$ cat src/rtl/barcode_serializer.sv
// Serialises an accepted ticket code into a timed bar/space frame for the printer head:
// start guard, Manchester data bits MSB first, even parity bit, stop guard, then a quiet zone.
module barcode_serializer #(
    parameter int unsigned CODE_WIDTH    = 6,
    parameter int unsigned MODULE_CYCLES = 4,
    parameter int unsigned QUIET_MODULES = 2
) (
    input  logic                  Clk,
    input  logic                  Reset_n,
    input  logic [CODE_WIDTH-1:0] Code,
    input  logic                  CodeValid,
    output logic                  CodeReady,
    output logic                  Bar,
    output logic                  BarValid,
    output logic                  Busy,
    output logic                  Done
);

    localparam int unsigned CYC_W   = (MODULE_CYCLES > 1) ? $clog2(MODULE_CYCLES) : 1;
    localparam int unsigned MAX_MOD = (QUIET_MODULES > 3) ? QUIET_MODULES : 3;
    localparam int unsigned MOD_W   = $clog2(MAX_MOD);
    localparam int unsigned BIT_W   = (CODE_WIDTH > 1) ? $clog2(CODE_WIDTH) : 1;

    typedef enum logic [2:0] {
        S_IDLE   = 3'd0,
        S_START  = 3'd1,
        S_DATA   = 3'd2,
        S_PARITY = 3'd3,
        S_STOP   = 3'd4,
        S_QUIET  = 3'd5
    } state_t;

    state_t                state_q, state_d;
    logic [CYC_W-1:0]      cyc_q, cyc_d;
    logic [MOD_W-1:0]      mod_q, mod_d;
    logic [BIT_W-1:0]      bit_q, bit_d;
    logic [CODE_WIDTH-1:0] code_q, code_d;

    logic accept;
    logic mod_last;
    logic bar_d, bar_valid_d, busy_d, done_d, ready_d;

    assign accept = CodeValid & CodeReady;

    // State, position counters, captured code and registered outputs
    always_ff @(posedge Clk or negedge Reset_n) begin
        if (!Reset_n) begin
            state_q   <= S_IDLE;
            cyc_q     <= '0;
            mod_q     <= '0;
            bit_q     <= '0;
            code_q    <= '0;
            Bar       <= 1'b0;
            BarValid  <= 1'b0;
            Busy      <= 1'b0;
            Done      <= 1'b0;
            CodeReady <= 1'b1;
        end else begin
            state_q   <= state_d;
            cyc_q     <= cyc_d;
            mod_q     <= mod_d;
            bit_q     <= bit_d;
            code_q    <= code_d;
            Bar       <= bar_d;
            BarValid  <= bar_valid_d;
            Busy      <= busy_d;
            Done      <= done_d;
            CodeReady <= ready_d;
        end
    end

    // Next position: cycle counter inside a module, module index inside a state
    always_comb begin
        state_d  = state_q;
        cyc_d    = cyc_q;
        mod_d    = mod_q;
        bit_d    = bit_q;
        code_d   = code_q;
        mod_last = 1'b1;

        unique case (state_q)
            S_START, S_STOP:  mod_last = (mod_q == MOD_W'(2));
            S_DATA, S_PARITY: mod_last = (mod_q == MOD_W'(1));
            S_QUIET:          mod_last = (mod_q == MOD_W'(QUIET_MODULES - 1));
            default:          mod_last = 1'b1;
        endcase

        if (state_q == S_IDLE) begin
            if (accept) begin
                state_d = S_START;
                cyc_d   = '0;
                mod_d   = '0;
                code_d  = Code;
            end
        end else if (cyc_q == CYC_W'(MODULE_CYCLES - 1)) begin
            cyc_d = '0;
            if (!mod_last) begin
                mod_d = mod_q + MOD_W'(1);
            end else begin
                mod_d = '0;
                unique case (state_q)
                    S_START: begin
                        state_d = S_DATA;
                        bit_d   = BIT_W'(CODE_WIDTH - 1);
                    end
                    S_DATA: begin
                        if (bit_q == '0) state_d = S_PARITY;
                        else             bit_d   = bit_q - BIT_W'(1);
                    end
                    S_PARITY: state_d = S_STOP;
                    S_STOP:   state_d = S_QUIET;
                    default:  state_d = S_IDLE;
                endcase
            end
        end else begin
            cyc_d = cyc_q + CYC_W'(1);
        end
    end

    // Output D values follow the next position so the frame starts one cycle after accept
    always_comb begin
        bar_d       = 1'b0;
        bar_valid_d = 1'b0;
        busy_d      = (state_d != S_IDLE);
        ready_d     = (state_d == S_IDLE);
        done_d      = (state_d == S_QUIET) && (state_q != S_QUIET);

        unique case (state_d)
            S_START, S_STOP: begin
                bar_d       = (mod_d != MOD_W'(1));
                bar_valid_d = 1'b1;
            end
            S_DATA: begin
                bar_d       = (mod_d == '0) ? code_q[bit_d] : ~code_q[bit_d];
                bar_valid_d = 1'b1;
            end
            S_PARITY: begin
                bar_d       = (mod_d == '0) ? ^code_q : ~(^code_q);
                bar_valid_d = 1'b1;
            end
            default: begin
                bar_d       = 1'b0;
                bar_valid_d = 1'b0;
            end
        endcase
    end

endmodule

$ cat config.mk
export PLATFORM = sky130hd
export DESIGN_NAME = barcode_serializer
export DESIGN_NICKNAME = d
export VERILOG_FILES = /design/src/rtl/barcode_serializer.sv
export SDC_FILE = /design/constraint.sdc
export NUM_CORES = 1
export LEC_CHECK = 0
export ABC_CLOCK_PERIOD_IN_PS = 4800
export CAP_MARGIN = 10
export CORE_MARGIN = 2
export CORE_UTILIZATION = 40
export CTS_CLUSTER_DIAMETER = 40
export CTS_CLUSTER_SIZE = 28
export DETAILED_ROUTE_END_ITERATION = 8
export GPL_TIMING_DRIVEN = 0
export PLACE_DENSITY = 0.57
export SKIP_CTS_REPAIR_TIMING = 1
export SYNTH_ARGS = -nofsm -noshare
export SYNTH_HDL_FRONTEND = slang
export SYNTH_SLANG_ARGS = --single-unit
export TNS_END_PERCENT = 50
$ cat constraint.sdc
create_clock -name Clk -period 4.8 [get_ports Clk]
set_clock_uncertainty 0.05 [all_clocks]
set_input_delay 0.48 -clock Clk [delete_from_list [all_inputs] [get_ports Clk]]
set_output_delay 0.48 -clock Clk [all_outputs]
set_load 0.03 [all_outputs]
==> flow_summary.ini, run 1 <==
[run_status]
status = finished, final reports clean

[timing]
tightest_slew_ns = 0.970
hold_viol = 0
fin_crit_sh_pct = 52.1
rsz0062_at_grt = false
report.final.setup_viol = 0
fmax_mhz = 400
slew-limit-headroom_pct = 35.1
period_needed_ns = 2.50
slew_violations = 0
final.setup.worst_slack_ns = 2.30
finalSetupTns_ns = 0
hold_ws_ns = 0.449

[clock_tree]
numCtsBuffers = 3
clock_path_buffers = 2
root_buffer = clkbuf_4
clk_latency_ns = 0.31
h-tree-depth = 1
cts_tree = yes
clock_sinks = 21
path_clk_slew_ns = 0.13

[synthesis]
ys_ff_latch = 21
synth_edf_count = 0
synth_warnings = 0
synth_nets = 159
mappedNetlistArea_um2 = 1400
synth_cell_types = 52
synth_cells = 147
syn_avg_cell_area_um2 = 9.52
synthArstFlopShare_pct = 100
ys.flop_type = dfrtp_1
ys_seq_area_share_pct = 37.7

[layout]
drive_gt1_share_pct = 16.5
fin_nets = 177
syn2layout_area_growth_pct = 15.4
seq_area_um2 = 527
layout.cells.non_filler = 210
diodes = 0
nFillCells = 333
multi_input_area_um2 = 762

[grt]
groute.usage.overall_pct = 17.0
grt-ovfl-total = 0
first_global_vias = 1158
grt_pass1_wl_um = 5340
antenna_found_initial = 0
grt_max_degree = 22

[flow_run]
max-cap-violations = 0

[route]
drt_pass1_iterations = 4
vias = 1155
drt_iter0_drc = 112
wl_per_cell_um = 14.4
viasPerCell = 5.50
ant_nets = 0
finalWirelength_um = 3030
drcViolationCount = 0

[die]
initial_utilization_pct = 41.9
io_pins = 14
dieArea_um2 = 3990
die_x_um = 63.1
core_region_area_um2 = 3340
row_count = 21
fp.dieH_um = 63.1

[place]
io_buffers = 13
pre_cts_slack_ns = 2.30
gp_congestion = 0.888
dp_hpwl_um = 2290
dpl.cell_count = 206

[setup_path]
cp.required_ns = 4.94
ff2ff_setup_slack_ns = 2.30
crit_fanout = 4
crit_arrival_ns = 2.64
crit_slowest_cell = or4bb_1
r2r-end = Bar
cp-endpoint = Bar
startpoint_type = flip-flop
crit_path_start = bit_q[0]
crit_path_end_kind = flip-flop
path_class = reg2reg
r2r_start = bit_q[0]
crit_path_cell_trace = inv_1 -> ha_1 -> or4bb_1 -> o211ai_2 -> o21a_1 -> mux2_4 -> a32oi_1 -> xor2_1 -> o32ai_2
reg2reg_depth = 9
cpPeakStageDelay_ns = 0.50

[min_path]
timing.hold.worst.class = reg2reg

[power_and_ir_drop]
power_density_nw_per_um2 = 170
ir_drop_v = 0.000130
total_leakage_power_nw = 0.687
[flip-flops by register name, summed over array words and instances (netlist names)]
name / count
Bar: 1
BarValid: 1
Busy: 1
CodeReady: 1
Done: 1
bit_q: 3
code_q: 6
cyc_q: 2
mod_q: 2
state_q: 3
[cell usage after synthesis, types with 2 or more instances]
master / n / area, µm²
dfrtp_1: 20 / 500
inv_1: 13 / 48.8
o21ai_0: 11 / 55.1
nand2_1: 10 / 37.5
nor2_1: 8 / 30.0
o211ai_1: 6 / 45.0
xnor2_1: 6 / 52.6
a21oi_1: 4 / 20.0
mux2_2: 4 / 45.0
nand3_1: 4 / 20.0
o21a_1: 4 / 30.0
buf_4: 3 / 22.5
ha_1: 3 / 37.5
xor2_1: 3 / 26.3
a31o_2: 2 / 17.5
and2_1: 2 / 12.5
buf_6: 2 / 22.5
clkbuf_1: 2 / 7.51
nand2b_1: 2 / 12.5
nand4_1: 2 / 12.5
nor2b_1: 2 / 12.5
nor3_1: 2 / 10.0
o211ai_2: 2 / 25.0
o21ai_1: 2 / 10.0
[cells in the final DEF, fill, tap and decap left out, types with 3 or more instances in the layout]
| cell | Yosys | final |
|---|---|---|
| nor2_1 | 8 | 8 |
| clkbuf_4 | 0 | 3 |
| xnor2_1 | 6 | 6 |
| o21a_1 | 4 | 4 |
| clkdlybuf4s50_1 | 0 | 13 |
| buf_4 | 3 | 3 |
| nand2_1 | 10 | 10 |
| nand3_1 | 4 | 4 |
| mux2_2 | 4 | 4 |
| o21ai_0 | 11 | 11 |
| o211ai_1 | 6 | 6 |
| inv_1 | 13 | 13 |
| a21oi_1 | 4 | 4 |
| xor2_1 | 3 | 3 |
| dfrtp_1 | 20 | 20 |
| ha_1 | 3 | 3 |
[cell families after synthesis]
family	after synthesis	synth area share [%]
AOI/OAI and AO/OA	43	22.9
xor gates and xnor gates	9	5.64
adders and majority gates	4	3.49
buffers and inverters	22	7.87
DFF	21	37.7
muxes	6	5.01
and+or+nand+nor	42	17.4
[area by class of cell]
cell class                      count  share of cell area [%]
Buffer                              8                    3.57
Clock buffer                        3                    1.40
Clock inverter                      1                   0.310
Inverter                           14                    3.26
Multi-Input combinational cell    104                    47.2
Sequential cell                    21                    32.6
Tap cell                           46                    3.57
Timing Repair Buffer               13                    8.06
[worst max-delay path, delay by kind of cell, from the launching register on]
| family | cells | cell delay [ns] |
|---|---|---|
| compound gates | 4 | 0.59 |
| flops | 1 | 0.40 |
| simple gates | 1 | 0.50 |
| buf+inv | 1 | 0.10 |
| xor+xnor | 1 | 0.20 |
| fa+ha+maj | 1 | 0.22 |
| mux | 1 | 0.32 |
[worst min path at each step]
| stage | slack, ns | end | depth (start not counted) | from |
|---|---|---|---|---|
| after floorplan | 0.13 | Bar | 0 | Reset_n |
| after detailed placement | 0.43 | cyc_q[0] | 1 | cyc_q[0] |
| after CTS | 0.45 | cyc_q[0] | 1 | cyc_q[0] |
| after global placement | 0.41 | cyc_q[0] | 1 | cyc_q[0] |
| after global routing | 0.47 | cyc_q[0] | 1 | cyc_q[0] |
| final | 0.45 | cyc_q[0] | 1 | cyc_q[0] |
[per-layer routing]
metal	share of wire, %	track usage, %
met3	2.0	2.32
met1	45	20.5
met5	0	0
met2	51	29.3
met4	2.5	8.89
[where the power goes]
part           leakage (nW)  switching, mW  internal, mW
logic                 0.421        0.00410       0.00565
registers             0.249              0         0.177
clock network        0.0177         0.0569        0.0311
[through the flow]
stage | total power, mW | utilization [%] | instance area (µm²)
after floorplan | 0.180 | - | 1400
after global placement | 0.190 | 47.5 | 1590
after detailed placement | 0.190 | 47.5 | 1590
after CTS | 0.280 | 48.4 | 1610
after global routing | 0.292 | 48.4 | 1610
final | 0.275 | 48.4 | 1610
No activity file was read; power rests on OpenSTA's default activity.
==> run 2: changes to the inputs <==
--- a/config.mk
+++ b/config.mk
@@ -5,7 +5,7 @@
 export SDC_FILE = /design/constraint.sdc
 export NUM_CORES = 1
 export LEC_CHECK = 0
-export ABC_CLOCK_PERIOD_IN_PS = 4800
+export ABC_CLOCK_PERIOD_IN_PS = 2200
 export CAP_MARGIN = 10
 export CORE_MARGIN = 2
 export CORE_UTILIZATION = 40
@@ -13,7 +13,7 @@
 export CTS_CLUSTER_SIZE = 28
 export DETAILED_ROUTE_END_ITERATION = 8
 export GPL_TIMING_DRIVEN = 0
-export PLACE_DENSITY = 0.57
+export PLACE_DENSITY = 0.6
 export SKIP_CTS_REPAIR_TIMING = 1
 export SYNTH_ARGS = -nofsm -noshare
 export SYNTH_HDL_FRONTEND = slang
==> constraint.sdc (replaced) <==
create_clock -name Clk -period 2.2 [get_ports Clk]
set_clock_uncertainty 0.05 [all_clocks]
set_input_delay 0.22 -clock Clk [delete_from_list [all_inputs] [get_ports Clk]]
set_output_delay 0.22 -clock Clk [all_outputs]
set_load 0.03 [all_outputs]
==> run 2 against run 1 <==
  * The flow now finishes with violations (negative setup slack)
  * Hold slack got worse by 0.061 ns
  * Via count increased by 2.0%
  * Register-to-register slack got worse by 2.4 ns
  * Setup slack got worse by 2.4 ns
  * Clock power increased by 110%
  * Sequential cell count unchanged
  * Count of clock-buffer cells in the layout unchanged
  * Largest power group unchanged
==> flow_summary.ini, run 2 (synthesis results as in run 1) <==
[layout]
finalInstanceArea_um2 = 1670
nFillCells = 338
largest_register_ffs = 6
multi_input_area_um2 = 796
post-route-util_pct = 50.1
syn2layout_area_growth_pct = 19.5
regMostFlops = code_q
diodes = 0
seq_area_um2 = 527
mostFrequentLayoutCells = dfrtp_1 (20), clkdlybuf4s50_1 (13), inv_1 (11), o21ai_0 (10), nand2_1 (10)
top_regs = code_q: 6 flops, bit_q: 3 flops, state_q: 3 flops
layout.cells.non_filler = 213
final_common_cell = dfrtp_1
drive_gt1_share_pct = 22.8
fin_nets = 180

[place]
placed_area_um2 = 1590
dp_hpwl_um = 2190
pre_cts_slack_ns = -0.163
io_buffers = 13
dpl.cell_count = 206
gp_congestion = 0.900

[setup_path]
ff2ff_setup_slack_ns = -0.13
path_class = reg2reg
crit_fanout = 4
r2r-end = Bar
crit_path_end_kind = flip-flop
cp.required_ns = 2.34
r2r_start = bit_q[0]
crit_arrival_ns = 2.46
startpoint_type = flip-flop
reg2reg_depth = 9

[clock_tree]
numCtsBuffers = 3
h-tree-depth = 1
cts_tree = yes
path_clk_slew_ns = 0.13
clk_latency_ns = 0.30
root_buffer = clkbuf_4
clock_sinks = 21
clock_path_buffers = 2

[grt]
antenna_found_initial = 0
grt_max_degree = 22
grt_use_met2_pct = 27.4
grt-ovfl-total = 0
first_global_vias = 1179
use_met3_pct = 3.04
grt_busiest_layer = met2
gr-usage-met1_pct = 20.2
groute.usage.overall_pct = 16.6
grt_pass1_wl_um = 5230

[die]
io_pins = 14
core_region_area_um2 = 3340
fp.dieH_um = 63.1
initial_utilization_pct = 41.9
row_count = 21
die_x_um = 63.1
dieArea_um2 = 3990

[timing]
hold_ws_ns = 0.389
hold_viol = 0
report.final.setup_viol = 1
fin_crit_sh_pct = 106
slew_violations = 0
period_needed_ns = 2.33
slew-limit-headroom_pct = 35.6
final.setup.worst_slack_ns = -0.128
rsz0062_at_grt = true
finalSetupTns_ns = -0.128
tightest_slew_ns = 0.964
fmax_mhz = 429

[route]
drt_iter0_drc = 115
finalWirelength_um = 2960
drcViolationCount = 0
ant_nets = 0
viasPerCell = 5.53
vias = 1178
wl_per_cell_um = 13.9
drt_pass1_iterations = 4

[power_and_ir_drop]
p_int_mw = 0.466
power_density_nw_per_um2 = 355
pwr-share-comb_pct = 3.5
p_switching_mw = 0.128
ir_drop_v = 0.000338
total_leakage_power_nw = 0.707
clockPowerShare_pct = 31.5
sw_frac_of_total_pct = 21.6
seqPwrFrac_pct = 65.0
power_mw = 0.594

[flow_run]
max-cap-violations = 0

[min_path]
timing.hold.worst.class = in2async

[run_status]
violations = negative setup slack
status = finished with violations
[run 2: how the worst max path moves through the flow]
stage	from	to	slack, ns	depth (start not counted)
final	bit_q[0]	Bar	-0.13	9
after global routing	bit_q[0]	Bar	-0.19	9
after CTS	bit_q[1]	Bar	-0.19	9
after detailed placement	bit_q[1]	Bar	-0.16	9
after global placement	bit_q[1]	Bar	-0.17	9
after floorplan	bit_q[1]	Bar	0.005	9
[run 2: layout make-up]
class | instances | area share [%]
well taps | 46 | 3.44
plain buffers | 8 | 3.52
repair buffers | 16 | 9.13
clock buffers | 3 | 1.35
multi-input cells | 104 | 47.6
clock inverters | 1 | 0.299
flip-flops and latches | 21 | 31.5
inverters | 14 | 3.14
[run 2: power groups by stage]
stage	sequential [mW]	clock, mW	combinational, mW
after floorplan	0.393	0	0.000101
after global placement	0.393	0	0.0213
after detailed placement	0.393	0	0.0218
after CTS	0.386	0.194	0.0218
after global routing	0.386	0.216	0.0236
final	0.386	0.187	0.0210
[run 2: per-layer routing]
metal | vias to the layer above | wire length (µm)
li1 | 570 | -
met1 | 567 | 1300
met2 | 37 | 1480
met3 | 4 | 152
met4 | 0 | 29
met5 | - | 0
[run 2: critical path: stages, from the launching register on]
cell	delay, ns
dfrtp_1	0.41
inv_2	0.09
ha_4	0.15
or4bb_1	0.41
o211ai_2	0.10
o21a_1	0.21
mux2_4	0.31
a32oi_2	0.18
xor2_1	0.20
o32ai_2	0.10
==> run 3: changes to the inputs <==
--- a/config.mk
+++ b/config.mk
@@ -9,12 +9,12 @@
 export CAP_MARGIN = 10
 export CORE_MARGIN = 2
 export CORE_UTILIZATION = 40
-export CTS_CLUSTER_DIAMETER = 40
+export CTS_CLUSTER_DIAMETER = 120
 export CTS_CLUSTER_SIZE = 28
 export DETAILED_ROUTE_END_ITERATION = 8
 export GPL_TIMING_DRIVEN = 0
+export HOLD_SLACK_MARGIN = 0.03
 export PLACE_DENSITY = 0.6
-export SKIP_CTS_REPAIR_TIMING = 1
 export SYNTH_ARGS = -nofsm -noshare
 export SYNTH_HDL_FRONTEND = slang
 export SYNTH_SLANG_ARGS = --single-unit
==> run 3 against run 2 <==
  * The run still ends with negative setup slack left
  * Fmax rose by 1.7%
  * Setup slack gained 0.038 ns
  * Sequential power hardly changed
  * Critical path type unchanged
==> flow_summary.ini, run 3 (synthesis results as in run 1) <==
[route]
vias = 1153
ant_nets = 0
routed-wl-met2_um = 1420
top_layer_used = met4
viasPerCell = 5.39
wl_met3_um = 116
wl_per_cell_um = 13.7
drt_iter0_drc = 83
m1WireLength_um = 1350
drcViolationCount = 0
finalWirelength_um = 2930
drt_pass1_iterations = 4

[clock_tree]
clk_latency_ns = 0.30
root_buffer = clkbuf_4
clock_path_buffers = 2
h-tree-depth = 1
cts_hold_buf = 0
clock_sinks = 21
cts_tree = yes
path_clk_slew_ns = 0.13
numCtsBuffers = 3

[layout]
regMostFlops = code_q
finalInstanceArea_um2 = 1690
syn2layout_area_growth_pct = 20.5
final_common_cell = dfrtp_1
diodes = 0
layout.cells.non_filler = 214
drive_gt1_share_pct = 23.8
mostFrequentLayoutCells = dfrtp_1 (20), clkdlybuf4s50_1 (13), inv_1 (11), o21ai_0 (10), nand2_1 (10)
fin_nets = 181
top_regs = code_q: 6 flops, bit_q: 3 flops, state_q: 3 flops
post-route-util_pct = 50.5
largest_register_ffs = 6

[timing]
slew_violations = 0
slew-limit-headroom_pct = 35.5
finalSetupTns_ns = -0.0899
final.setup.worst_slack_ns = -0.0899
hold_viol = 0
period_needed_ns = 2.29
fmax_mhz = 437
rsz0062_at_grt = true
fin_crit_sh_pct = 104
tightest_slew_ns = 0.964
report.final.setup_viol = 1

[place]
placed_area_um2 = 1590
gp_congestion = 0.900
io_buffers = 13
dpl.cell_count = 206
dp_hpwl_um = 2190

[setup_path]
crit_fanout = 3
crit_slowest_cell = dfrtp_1
r2r-end = Bar
r2r_start = bit_q[0]
cp.required_ns = 2.34
path_class = reg2reg
startpoint_type = flip-flop
crit_path_cell_trace = inv_2 -> ha_4 -> or4bb_1 -> o211ai_2 -> o21a_1 -> mux2_4 -> a32oi_2 -> xor2_1 -> o32ai_2
crit_path_end_kind = flip-flop
cpPeakStageDelay_ns = 0.41
ff2ff_setup_slack_ns = -0.09
path_buf_inv = 1
crit_arrival_ns = 2.43
reg2reg_depth = 9
crit_family = compound AO/OA/AOI/OAI gates

[grt]
grt_pass1_wl_um = 5360
groute.usage.overall_pct = 16.9
grt_max_degree = 22
antenna_found_initial = 0
first_global_vias = 1193
grt-ovfl-total = 0

[power_and_ir_drop]
ir_drop_v = 0.000338
total_leakage_power_nw = 0.714
power_density_nw_per_um2 = 354

[min_path]
timing.hold.worst.class = in2async

[die]
io_pins = 14
fp.dieH_um = 63.1
core_region_area_um2 = 3340
die_x_um = 63.1
dieArea_um2 = 3990
row_count = 21
initial_utilization_pct = 41.9

[run_status]
violations = negative setup slack
status = finished with violations

[flow_run]
max-cap-violations = 0
==> run 3: cell types whose count changed in the layout (fill, tap and decap cells not counted) <==
cell / previous run / this run
a311oi_1: 1 / 0
a311oi_2: 0 / 1
buf_4: 6 / 7
==> run 3: power breakdown <==
| group | internal (mW) | leakage (nW) | switching, mW |
|---|---|---|---|
| combinational | 0.0123 | 0.447 | 0.00876 |
| clock | 0.0677 | 0.0177 | 0.122 |
| sequential | 0.386 | 0.249 | 0 |
| total | 0.466 | 0.714 | 0.131 |
==> run 3: worst register-to-register path: stages, from the launching register on <==
cell,delay [ns]
dfrtp_1,0.41
inv_2,0.08
ha_4,0.13
or4bb_1,0.41
o211ai_2,0.10
o21a_1,0.21
mux2_4,0.32
a32oi_2,0.16
xor2_1,0.20
o32ai_2,0.11
==> run 3: worst max path at each step <==
| stage | start | endpoint | cells after the start | slack [ns] |
|---|---|---|---|---|
| after detailed placement | bit_q[1] | Bar | 9 | -0.16 |
| after global placement | bit_q[1] | Bar | 9 | -0.17 |
| after floorplan | bit_q[1] | Bar | 9 | 0.005 |
| after CTS | bit_q[0] | Bar | 9 | -0.08 |
| after global routing | bit_q[0] | Bar | 9 | -0.16 |
| final | bit_q[0] | Bar | 9 | -0.09 |
==> run 3: cell type report <==
cell class              instances  area [µm²]
repair buffers                 17         160
flip-flops and latches         21         527
inverters                      14        52.6
clock buffers                   3        22.5
well taps                      46        57.6
multi-input cells             104         802
plain buffers                   8        58.8
clock inverters                 1        5.00
fillers                       338        1650
==> run 3: stage by stage <==
| step | power [mW] | hold slack [ns] | setup WS, ns |
|---|---|---|---|
| after floorplan | 0.394 | -0.126 | 0.00521 |
| after global placement | 0.415 | 0.415 | -0.167 |
| after detailed placement | 0.415 | 0.422 | -0.163 |
| after CTS | 0.602 | 0.419 | -0.0804 |
| after global routing | 0.625 | 0.421 | -0.158 |
| final | 0.597 | 0.389 | -0.0899 |
==> run 3: layer usage <==
metal	vias to the layer above	global-route usage [%]
li1	571	-
met1	556	20.8
met2	20	27.5
met3	6	3.21
met4	0	10.0
met5	-	0
==> run 3: timing repair <==
item	in CTS	in global routing
buffers inserted	4	0
setup endpoints to repair	1	4
resized for setup	5	5
pin swaps	4	0
